File: config.mk
export PLATFORM = sky130hd
export DESIGN_NAME = sid_filter_seq
export DESIGN_NICKNAME = d
export VERILOG_FILES = /design/src/rtl/sid_filter_seq.sv
export SDC_FILE = /design/constraint.sdc
export NUM_CORES = 1
export LEC_CHECK = 0
export BUFFER_PORTS_ARGS = -buffer_cell sky130_fd_sc_hd__buf_2
export CAP_MARGIN = 30
export CORE_AREA = 2 2 168 170
export CTS_CLUSTER_DIAMETER = 60
export DETAILED_ROUTE_END_ITERATION = 10
export DIE_AREA = 0 0 170 172
export GPL_TIMING_DRIVEN = 0
export HOLD_SLACK_MARGIN = 0.1
export PLACE_DENSITY = 0.61
export SLEW_MARGIN = 10
export SYNTH_ARGS = -nofsm -noshare
export SYNTH_HDL_FRONTEND = slang
export SYNTH_SLANG_ARGS = --single-unit
File: constraint.sdc
create_clock -name clk -period 5.4 [get_ports clk]
set_clock_uncertainty 0.15 [all_clocks]
set_input_delay 0.81 -clock clk [delete_from_list [all_inputs] [get_ports clk]]
set_output_delay 0.81 -clock clk [all_outputs]
set_load 0.01 [all_outputs]
File: src/rtl/sid_filter_seq.sv
// rtl/sid_filter_seq.sv - two-pass per-sample sequencer for a shared SID filter datapath
// Optional feature macro: SID_FILTER_DUAL_EN (defined: pass 1 serves chip 1; undefined: both passes serve chip 0)
module sid_filter_seq (
  input  logic               clk,
  input  logic               reset,
  input  logic               tick,
  input  logic               clr_overrun,
  input  logic [15:0]        f0_0,
  input  logic [15:0]        f0_1,
  input  logic [7:0]         res_filt_0,
  input  logic [7:0]         res_filt_1,
  input  logic [7:0]         mode_vol_0,
  input  logic [7:0]         mode_vol_1,
  input  logic               mode_0,
  input  logic               mode_1,
  input  logic signed [21:0] v1_0,
  input  logic signed [21:0] v2_0,
  input  logic signed [21:0] v3_0,
  input  logic signed [21:0] ext_0,
  input  logic signed [21:0] v1_1,
  input  logic signed [21:0] v2_1,
  input  logic signed [21:0] v3_1,
  input  logic signed [21:0] ext_1,
  input  logic [17:0]        filt_audio,
  output logic [2:0]         state,
  output logic [15:0]        f0,
  output logic [7:0]         res_filt,
  output logic [7:0]         mode_vol,
  output logic               mode,
  output logic signed [21:0] voice1,
  output logic signed [21:0] voice2,
  output logic signed [21:0] voice3,
  output logic signed [21:0] ext_in,
  output logic [17:0]        audio0,
  output logic [17:0]        audio1,
  output logic               busy,
  output logic               sample_valid,
  output logic               overrun
);

  typedef enum logic {SEQ_IDLE, SEQ_RUN} seq_t;

  seq_t               seq_q, seq_d;
  logic [2:0]         step_q, step_d;
  logic               pass_q, pass_d;
  logic               sv_q, sv_d;
  logic               ovr_q, ovr_d;
  logic [17:0]        audio0_q, audio0_d;
  logic [17:0]        audio1_q, audio1_d;
  logic [15:0]        f0_q, f0_d;
  logic [7:0]         res_filt_q, res_filt_d;
  logic [7:0]         mode_vol_q, mode_vol_d;
  logic               mode_q, mode_d;
  logic signed [21:0] voice1_q, voice1_d;
  logic signed [21:0] voice2_q, voice2_d;
  logic signed [21:0] voice3_q, voice3_d;
  logic signed [21:0] ext_in_q, ext_in_d;
  logic               load_snap;
  logic               use_chip1;

`ifndef SID_FILTER_DUAL_EN
  // Chip-1 inputs are deliberately ignored in the single-chip build.
  logic unused_chip1;
  assign unused_chip1 = ^{f0_1, res_filt_1, mode_vol_1, mode_1, v1_1, v2_1, v3_1, ext_1};
`endif

  // Sequencer next state: 8-step passes issued strictly in pairs, captures and overrun tracking.
  always_comb begin
    seq_d     = seq_q;
    step_d    = step_q;
    pass_d    = pass_q;
    sv_d      = 1'b0;
    audio0_d  = audio0_q;
    audio1_d  = audio1_q;
    load_snap = 1'b0;
    case (seq_q)
      SEQ_IDLE: begin
        if (tick) begin
          seq_d     = SEQ_RUN;
          step_d    = 3'd0;
          pass_d    = 1'b0;
          load_snap = 1'b1;
        end
      end
      SEQ_RUN: begin
        step_d = step_q + 3'd1;
        if (step_q == 3'd6) begin
          if (pass_q) begin
            audio1_d = filt_audio;
            sv_d     = 1'b1;
          end else begin
            audio0_d = filt_audio;
          end
        end
        if (step_q == 3'd7) begin
          if (!pass_q) begin
            // Second pass follows immediately so the datapath's per-chip state swap stays paired.
            pass_d    = 1'b1;
            load_snap = 1'b1;
          end else begin
            seq_d  = SEQ_IDLE;
            pass_d = 1'b0;
            step_d = 3'd7;
          end
        end
      end
      default: seq_d = SEQ_IDLE;
    endcase
  end

  // Overrun is sticky; a tick arriving while busy beats a simultaneous clear.
  always_comb begin
    ovr_d = ovr_q;
    if (clr_overrun) ovr_d = 1'b0;
    if (tick && (seq_q == SEQ_RUN)) ovr_d = 1'b1;
  end

  // Snapshot of the serviced chip's registers, taken only on entry to step 0 of a pass.
  always_comb begin
`ifdef SID_FILTER_DUAL_EN
    use_chip1 = pass_d;
`else
    use_chip1 = 1'b0;
`endif
    f0_d       = f0_q;
    res_filt_d = res_filt_q;
    mode_vol_d = mode_vol_q;
    mode_d     = mode_q;
    voice1_d   = voice1_q;
    voice2_d   = voice2_q;
    voice3_d   = voice3_q;
    ext_in_d   = ext_in_q;
    if (load_snap) begin
`ifdef SID_FILTER_DUAL_EN
      if (use_chip1) begin
        f0_d       = f0_1;
        res_filt_d = res_filt_1;
        mode_vol_d = mode_vol_1;
        mode_d     = mode_1;
        voice1_d   = v1_1;
        voice2_d   = v2_1;
        voice3_d   = v3_1;
        ext_in_d   = ext_1;
      end else
`endif
      begin
        f0_d       = f0_0;
        res_filt_d = res_filt_0;
        mode_vol_d = mode_vol_0;
        mode_d     = mode_0;
        voice1_d   = v1_0;
        voice2_d   = v2_0;
        voice3_d   = v3_0;
        ext_in_d   = ext_0;
      end
    end
  end

  // State register; reset returns to idle with the datapath on its no-op step.
  always_ff @(posedge clk or posedge reset) begin
    if (reset) begin
      seq_q      <= SEQ_IDLE;
      step_q     <= 3'd7;
      pass_q     <= 1'b0;
      sv_q       <= 1'b0;
      ovr_q      <= 1'b0;
      audio0_q   <= '0;
      audio1_q   <= '0;
      f0_q       <= '0;
      res_filt_q <= '0;
      mode_vol_q <= '0;
      mode_q     <= 1'b0;
      voice1_q   <= '0;
      voice2_q   <= '0;
      voice3_q   <= '0;
      ext_in_q   <= '0;
    end else begin
      seq_q      <= seq_d;
      step_q     <= step_d;
      pass_q     <= pass_d;
      sv_q       <= sv_d;
      ovr_q      <= ovr_d;
      audio0_q   <= audio0_d;
      audio1_q   <= audio1_d;
      f0_q       <= f0_d;
      res_filt_q <= res_filt_d;
      mode_vol_q <= mode_vol_d;
      mode_q     <= mode_d;
      voice1_q   <= voice1_d;
      voice2_q   <= voice2_d;
      voice3_q   <= voice3_d;
      ext_in_q   <= ext_in_d;
    end
  end

  assign state        = step_q;
  assign busy         = (seq_q == SEQ_RUN);
  assign sample_valid = sv_q;
  assign overrun      = ovr_q;
  assign audio0       = audio0_q;
  assign audio1       = audio1_q;
  assign f0           = f0_q;
  assign res_filt     = res_filt_q;
  assign mode_vol     = mode_vol_q;
  assign mode         = mode_q;
  assign voice1       = voice1_q;
  assign voice2       = voice2_q;
  assign voice3       = voice3_q;
  assign ext_in       = ext_in_q;

endmodule

==> results of run 1 <==
## layer usage
layer / GRT usage / vias to the layer above / routed length (um)
met5: 0 / - / 0
met3: 0.05173 / 8 / 1827
met1: 0.1186 / 2083 / 6113
met4: 0.04013 / 0 / 193
met2: 0.1780 / 198 / 7638
li1: - / 1941 / -
## sequential cells by signal, summed over array words and instances, names as in the netlist, 8 cells and up
| name | count |
|---|---|
| audio0 | 18 |
| audio1 | 18 |
| ext_in | 22 |
| f0 | 16 |
| mode_vol | 8 |
| res_filt | 8 |
| voice1 | 22 |
| voice2 | 22 |
| voice3 | 22 |
## stage by stage
step | setup WS, ns | instance area [um2] | utilization
after floorplan | 0.01164 | 6205 | -
after CTS | 3.017 | 8781 | 0.3196
after global routing | 2.927 | 8781 | 0.3196
after detailed placement | 3.023 | 8199 | 0.2984
after global placement | -2.111 | 8164 | 0.2971
final | 3.084 | 8781 | 0.3196
## area by class of cell
cell class / instances / share of cell area
Sequential cell: 164 / 0.4678
Clock buffer: 19 / 0.05044
Multi-Input combinational cell: 180 / 0.2194
Buffer: 17 / 0.01724
Tap cell: 346 / 0.04930
Clock inverter: 13 / 0.01582
Timing Repair Buffer: 306 / 0.1770
Inverter: 5 / 0.002992
## cell families after synthesis
kind of cell	count (synthesis)	synth area share
fa+ha+maj	3	0.006050
mux	157	0.2849
flops	164	0.6620
buf+inv	22	0.02742
xor+xnor	1	0.001412
simple gates	9	0.009680
compound gates	10	0.008468
## worst max-delay path, stage by stage, from the launching register on
cell and delay (ns):
dfstp_2 0.57, ha_1 0.16, ha_1 0.22, nand3b_1 0.09, nand2_1 0.15, buf_4 0.29
buf_6 0.21, mux2_2 0.35
## where the power goes
group	internal [mW]	switching [mW]
registers	1.88	0.305
clock network	0.665	0.549
logic	1.20	1.07
## Yosys cell counts, drive strengths merged
cell / n / area (um2)
buf: 16 / 147.6
clkbuf: 1 / 3.750
mux2: 157 / 1768
nand2b: 1 / 6.260
inv: 5 / 18.77
nand2: 5 / 18.77
dfrtp: 161 / 4029
a31oi: 2 / 12.51
ha: 3 / 37.54
nand3b: 1 / 7.510
nand4: 1 / 12.51
dfstp: 3 / 78.83
o21ai: 1 / 5.000
xnor2: 1 / 8.760
a21oi: 7 / 35.03
nand4b: 1 / 15.01
## cell usage in the layout (no fill, tap or decap), types with 2 or more instances in the layout
master,instances
clkinvlp_4,3
a21oi_1,7
mux2_1,8
clkinv_4,2
a31oi_1,2
clkbuf_1,2
buf_4,2
inv_8,4
nand2_1,5
clkbuf_16,17
ha_1,3
dfrtp_1,161
mux2_2,149
buf_6,10
inv_6,4
buf_2,309
inv_1,4
dfstp_2,3
## worst max path at each step
stage | end | slack (ns) | cells after the start
after floorplan | audio0[0] | 0.01 | 1
after global placement | audio0[17] | -2.11 | 2
after detailed placement | res_filt[1] | 3.02 | 7
after CTS | res_filt[1] | 3.02 | 7
after global routing | res_filt[1] | 2.93 | 7
final | res_filt[1] | 3.08 | 7
==> results by group, run 1 <==
Synth
  – Post-synthesis register bit count: 164
  – Synthesized area per cell: 16.95 um2
  – Post-Syn Area: 0.006205 mm2
  – Number of synthesis warnings: 0
  – Seq/Total Area, Yosys: 0.6620
  – Synth Net Count: 633
  – Yosys cell types: 19
  – Cells after synthesis: 366

Critical path
  – Critical path data arrival time: 2.46 ns
  – Crit path max fanout: 10
  – Crit path capture type: flip-flop
  – R2R Path Start: state[0]
  – Worst setup SP type: flip-flop
  – Critical path required time: 5.55 ns
  – R2R Setup Slk: 3.08 ns
  – Worst r2r dst: res_filt[1]
  – R2r worst-path depth: 7
  – CP Class: reg2reg
  – Worst Setup SP: state[0]

Layout
  – Number of nets in the layout: 958
  – N_diodes: 0
  – Synthesis-to-layout area growth: 41.52%
  – Fill cell total of the finished layout: 2794
  – Register area: 0.004108 mm2
  – Final Instance Count excl. Fillers: 1050
  – Multi-input logic area: 0.001927 mm2
  – Share of cells above drive strength 1: 0.7216

Floorplanning
  – Die Footprint: 0.02924 mm2
  – Die Span X: 170 um
  – Core ar.: 0.02748 mm2
  – Cell row count: 61
  – Height of the die: 172 um
  – # IOs: 427
  – Starting Density: 0.2258

Global route
  – Total GRT Usage: 0.1069
  – Total gr overflow: 0
  – First-pass GRT wire length: 23.87 mm
  – Largest net degree at the start of global routing: 94
  – Antenna violations before repair: 0
  – Number of global-route vias before repair: 4297

Drt
  – Drt wl/cell: 15.02 um
  – Vias per cell: 4.029
  – Iter 0 DRT Violations: 93
  – DRC viols: 0
  – Routed wire length: 15.77 mm
  – Final ANT Viol Nets: 0
  – Vias: 4230
  – Detailed Routing Iterations Pass 1: 4

STA
  – Hold Fails Final Rpt: 0
  – Fmax: 431.8 MHz
  – Fin crit period: 2.316 ns
  – Period utilization: 0.4288
  – RSZ-0062 raised after global routing: no
  – Worst-Margin Slew: 0.5330 ns
  – WHS: 0.2781 ns
  – Max Slew Vio Count: 0
  – Endpoints failing setup: 0
  – Sum Neg Setup Slack: 0 ns
  – Worst rel slew slack: 0.6447

Clock tree
  – CTS buffer count: 17
  – Post-CTS Hold Buffers: 0
  – Clock Tree Root: clkbuf_16
  – CTS tree: built
  – Post CTS Setup Buffer Count: 0
  – CTS max path bufs: 2
  – Clk_lat worst skew: 0.42 ns
  – Resized cells post-CTS: 0
  – CTS H-tree depth: 4
  – Worst-path clk slew: 0.07 ns
  – CTS Sinks: 164

Flow run
  – Number of max-cap violations: 0

Run status
  – Status: finished clean

Power
  – Pwr Total: 5.660 mW
  – Pwr/cell area: 644.6 mW/mm2
  – Maximum vdd drop: 0.0002477 V
  – Leak: 4.197 nW

Placed design
  – Post-DP HPWL: 11.78 mm
  – Routability cong.: 0.7258
  – Post-Place Cells: 1018
  – Port bufs: 305

Min path
  – HP Class: in2async
(Power assumes the default switching activity.)
==> inputs of run 2 (changes only) <==
- clock period: 5.4 -> 2.1 ns (I/O delays scaled with it)
==> results by group, run 2 (same netlist as run 1, synthesis figures left out) <==
Floorplanning
  – Cell row count: 61
  – Core ar.: 0.02748 mm2
  – # IOs: 427
  – Height of the die: 172 um
  – Die Footprint: 0.02924 mm2
  – Die Span X: 170 um
  – Starting Density: 0.2258

Layout
  – Register area: 0.004108 mm2
  – Synthesis-to-layout area growth: 73.89%
  – Final Instance Count excl. Fillers: 1207
  – Commonest non-fill, non-tap cell in the layout: buf_2
  – Share of cells above drive strength 1: 0.6167
  – Number of nets in the layout: 1115
  – Design area: 0.01079 mm2
  – Fin util: 0.3927
  – Multi-input logic area: 0.002131 mm2
  – N_diodes: 0
  – Fill cell total of the finished layout: 2546
  – Commonest non-fill, non-tap cells in the layout: 306 x buf_2, 161 x dfrtp_1, 143 x dlygate4sd3_1

Critical path
  – Critical path data arrival time: 2.29 ns
  – Crit path capture type: flip-flop
  – Critical Path Sink: voice1[14]
  – Worst Setup SP: state[1]
  – CP Class: reg2reg
  – Buf+Inv Stages, Crit Path: 3
  – R2r worst-path depth: 8
  – R2R Path Start: state[1]
  – Worst setup SP type: flip-flop
  – Crit path max fanout: 10
  – Crit-path slowest cell: dfstp_2
  – Critical path required time: 2.25 ns
  – R2R Setup Slk: -0.04 ns
  – Worst r2r dst: voice1[14]
  – WP depth: 8
  – Critical path's largest stage delay: 0.57 ns
  – CP top delay family: flip-flops
  – CP Cell Sequence: ha_4 -> ha_4 -> nand3b_1 -> nand2_4 -> buf_12 -> buf_16 -> buf_12 -> mux2_2

Placed design
  – Post-DP HPWL: 12.25 mm
  – Post-Place Cells: 1022
  – Dpl ws: -0.3008 ns
  – Dpl cell area: 0.008268 mm2
  – Routability cong.: 0.6842
  – Port bufs: 305

Power
  – Leak: 5.102 nW
  – Maximum vdd drop: 0.0006479 V
  – Comb pwr share: 0.440
  – Clock power share: 0.209
  – Psw: 5.242 mW
  – Pint: 10.92 mW
  – Sequential power share: 0.351
  – Pwr Total: 16.16 mW
  – Sw frac: 0.3243
  – Pwr/cell area: 1498 mW/mm2

Clock tree
  – CTS Sinks: 164
  – CTS buffer count: 17
  – CTS max path bufs: 2
  – Worst-path clk slew: 0.07 ns
  – Clock Tree Root: clkbuf_16
  – Clk_lat worst skew: 0.42 ns
  – CTS tree: built
  – CTS H-tree depth: 4

Drt
  – Vias per cell: 4.061
  – Detailed Routing Iterations Pass 1: 4
  – Iter 0 DRT Violations: 141
  – Routed wire length: 19.44 mm
  – DRC viols: 0
  – Drt wl/cell: 16.10 um
  – Final ANT Viol Nets: 0
  – Vias: 4902

Run status
  – Failing checks: setup timing
  – Status: finished with violations

Global route
  – GRT busiest layer: met2
  – Largest net degree at the start of global routing: 38
  – Grt met2 use: 0.2282
  – Number of global-route vias before repair: 5363
  – First-pass GRT wire length: 28.72 mm
  – Total gr overflow: 0
  – Antenna violations before repair: 0
  – M3 GR Usage: 0.04738
  – M1 GR Usage: 0.1421
  – Total GRT Usage: 0.1284

STA
  – Worst rel slew slack: 0.7407
  – RSZ-0062 raised after global routing: yes
  – Max Slew Vio Count: 0
  – Worst-Margin Slew: 0.3884 ns
  – WHS: 0.2757 ns
  – Period utilization: 1.020
  – Endpoints failing setup: 37
  – Hold Fails Final Rpt: 0
  – Final setup margin: -0.04283 ns
  – Fin crit period: 2.143 ns
  – Sum Neg Setup Slack: -0.7294 ns
  – Fmax: 466.7 MHz

Flow run
  – Number of max-cap violations: 0

Min path
  – HP Class: in2async
run 2: layout make-up:
class                   count  area share
clock inverters            10     0.01438
clock buffers              22     0.04302
plain buffers              16     0.02389
flip-flops and latches    164      0.3807
multi-input cells         180      0.1975
well taps                 346     0.04013
inverters                   5    0.002087
repair buffers            464      0.2983
run 2: what timing repair did:
action	in CTS	in global routing
gates resized for setup	36	43
hold endpoints to repair	236	0
endpoints found under the setup margin	130	140
pin swaps	1	2
hold buffers	143	0
gates cloned	1	3
buffers inserted	8	0
run 2: per-layer routing:
| metal | routed length [um] | part of all wire |
|---|---|---|
| met1 | 7878 | 0.41 |
| met4 | 272 | 0.014 |
| met3 | 1514 | 0.078 |
| met2 | 9769 | 0.50 |
| met5 | 0 | 0 |
run 2: worst min-delay path by stage:
stage                   to  slack [ns]  cells past startpoint         from
3_5_place_dp   mode_vol[0]        0.15                      2        reset
4_1_cts         voice3[19]        0.25                      3        reset
6_report       mode_vol[0]        0.28                      3        reset
3_3_place_gp     ext_in[6]        0.32                      1    ext_in[6]
2_1_floorplan      overrun        0.27                      1  clr_overrun
5_1_grt        mode_vol[0]        0.27                      3        reset
run 2: power groups by stage:
stage	logic, mW	registers (mW)	clock network (mW)
4_1_cts	6.72	5.60	3.49
3_3_place_gp	5.87	5.58	0
2_1_floorplan	2.68	6.43	0
5_1_grt	7.67	5.88	3.63
6_report	7.12	5.67	3.38
3_5_place_dp	5.96	5.64	0
run 2: worst register-to-register path, cell delays in order (launching register included):
cell and delay [ns]:
dfstp_2 0.57, ha_4 0.15, ha_4 0.12, nand3b_1 0.13
nand2_4 0.14, buf_12 0.12, buf_16 0.15, buf_12 0.16
mux2_2 0.34
==> inputs of run 3 (changes only) <==
- REMOVE_ABC_BUFFERS: not set -> 1
==> results by group, run 3 (same netlist as run 1, synthesis figures left out) <==
Run status
  – Status: finished with violations
  – Failing checks: setup timing

Critical path
  – Critical path data arrival time: 2.34 ns
  – R2R Path Start: state[1]
  – Crit path max fanout: 13
  – R2R Setup Slk: -0.08 ns
  – Critical Path Sink: f0[4]
  – R2r worst-path depth: 7
  – Worst r2r dst: f0[4]
  – Critical path required time: 2.26 ns
  – Worst Setup SP: state[1]
  – Crit path capture type: flip-flop
  – Worst setup SP type: flip-flop
  – CP Class: reg2reg

Global route
  – Total gr overflow: 0
  – First-pass GRT wire length: 28.72 mm
  – Antenna violations before repair: 0
  – Number of global-route vias before repair: 5272
  – Largest net degree at the start of global routing: 103
  – Total GRT Usage: 0.1297

Clock tree
  – CTS max path bufs: 2
  – Worst-path clk slew: 0.07 ns
  – Clk_lat worst skew: 0.43 ns
  – CTS tree: built
  – CTS buffer count: 17
  – CTS H-tree depth: 4
  – CTS Sinks: 164
  – Clock Tree Root: clkbuf_16

STA
  – Period utilization: 1.038
  – Hold Fails Final Rpt: 0
  – Fin crit period: 2.181 ns
  – Worst-Margin Slew: 0.7233 ns
  – Fmax: 458.6 MHz
  – RSZ-0062 raised after global routing: yes
  – Endpoints failing setup: 101
  – Final setup margin: -0.08057 ns
  – Worst rel slew slack: 0.5160
  – Sum Neg Setup Slack: -3.731 ns
  – Max Slew Vio Count: 0

Drt
  – Drt wl/cell: 17.17 um
  – DRC viols: 0
  – Vias: 4945
  – Detailed Routing Iterations Pass 1: 4
  – Routed wire length: 20.53 mm
  – Final ANT Viol Nets: 0
  – Vias per cell: 4.135
  – Iter 0 DRT Violations: 173

Power
  – Pint: 11.19 mW
  – Sequential power share: 0.344
  – Comb pwr share: 0.450
  – Sw frac: 0.3315
  – Clock power share: 0.206
  – Maximum vdd drop: 0.0006070 V
  – Pwr/cell area: 1536 mW/mm2
  – Psw: 5.551 mW
  – Leak: 5.246 nW

Floorplanning
  – Core ar.: 0.02748 mm2
  – Height of the die: 172 um
  – Die Span X: 170 um
  – Starting Density: 0.2258
  – Die Footprint: 0.02924 mm2
  – Cell row count: 61
  – # IOs: 427

Placed design
  – Routability cong.: 0.6914
  – Post-DP HPWL: 11.17 mm
  – Port bufs: 305
  – Dpl ws: -0.7010 ns
  – Post-Place Cells: 1003

Layout
  – Share of cells above drive strength 1: 0.6106
  – Fin util: 0.3967
  – Number of nets in the layout: 1104
  – Commonest non-fill, non-tap cells in the layout: 305 x buf_2, 161 x dfrtp_1, 143 x dlygate4sd3_1
  – Synthesis-to-layout area growth: 75.66%
  – Commonest non-fill, non-tap cell in the layout: buf_2
  – N_diodes: 0
  – Final Instance Count excl. Fillers: 1196

Flow run
  – Number of max-cap violations: 0

Min path
  – HP Class: in2async
==> run 3: through the flow <==
step / hold WS, ns / power [mW] / cell area [um2]
4_1_cts: 0.3195 / 16.16 / 10640
6_report: 0.3371 / 16.74 / 10900
3_5_place_dp: 0.2327 / 11.39 / 8103
3_3_place_gp: 0.3145 / 10.82 / 8013
2_1_floorplan: 0.2723 / 8.920 / 6053
5_1_grt: 0.3556 / 17.67 / 10900
==> run 3: area by class of cell <==
type,count,area [um2]
clock inverter,14,198.9
timing repair buffer,468,3351
inverter,5,26.28
sequential,164,4108
tap,346,432.9
clock buffer,18,439.2
multi-input combinational,181,2344
fill,2526,16580
==> run 3: worst min path at each step <==
stage	start	end	cells after the start
3_5_place_dp	reset	voice2[7]	2
4_1_cts	reset	voice2[7]	3
3_3_place_gp	ext_in[6]	ext_in[6]	1
5_1_grt	ext_in[3]	ext_in[3]	1
2_1_floorplan	clr_overrun	overrun	1
6_report	reset	voice1[15]	3
==> run 3: critical path, cell delays in order, from the launching register on <==
cell and delay (ns):
dfstp_2 0.58, ha_4 0.14, ha_4 0.12, nand3b_1 0.19
nand2_8 0.17, buf_16 0.17, buf_12 0.18, mux2_2 0.34
==> run 3: power by group through the flow <==
| stage | clock (mW) | combinational, mW | sequential, mW |
|---|---|---|---|
| CTS | 3.57 | 6.92 | 5.67 |
| global route | 3.70 | 8.02 | 5.95 |
| global placement | 0 | 5.23 | 5.60 |
| floorplan | 0 | 2.48 | 6.44 |
| detailed placement | 0 | 5.71 | 5.69 |
| finish | 3.45 | 7.54 | 5.75 |
==> run 3: repair_timing <==
item                                   in CTS  in global routing
hold buffers                              143                  0
pin swaps                                   1                  1
resized for setup                          46                 74
setup endpoints to repair                 157                157
buffers inserted                           11                  1
cloned                                      7                  4
endpoints found under the hold margin     218                  0
==> run 3: metal layers <==
metal  vias to the layer above  GRT usage  share of wire
li1                       2238          -              -
met1                      2469     0.1415           0.40
met2                       214     0.2341           0.51
met3                        24    0.04280          0.069
met4                         0    0.04942          0.019
met5                         -          0              0
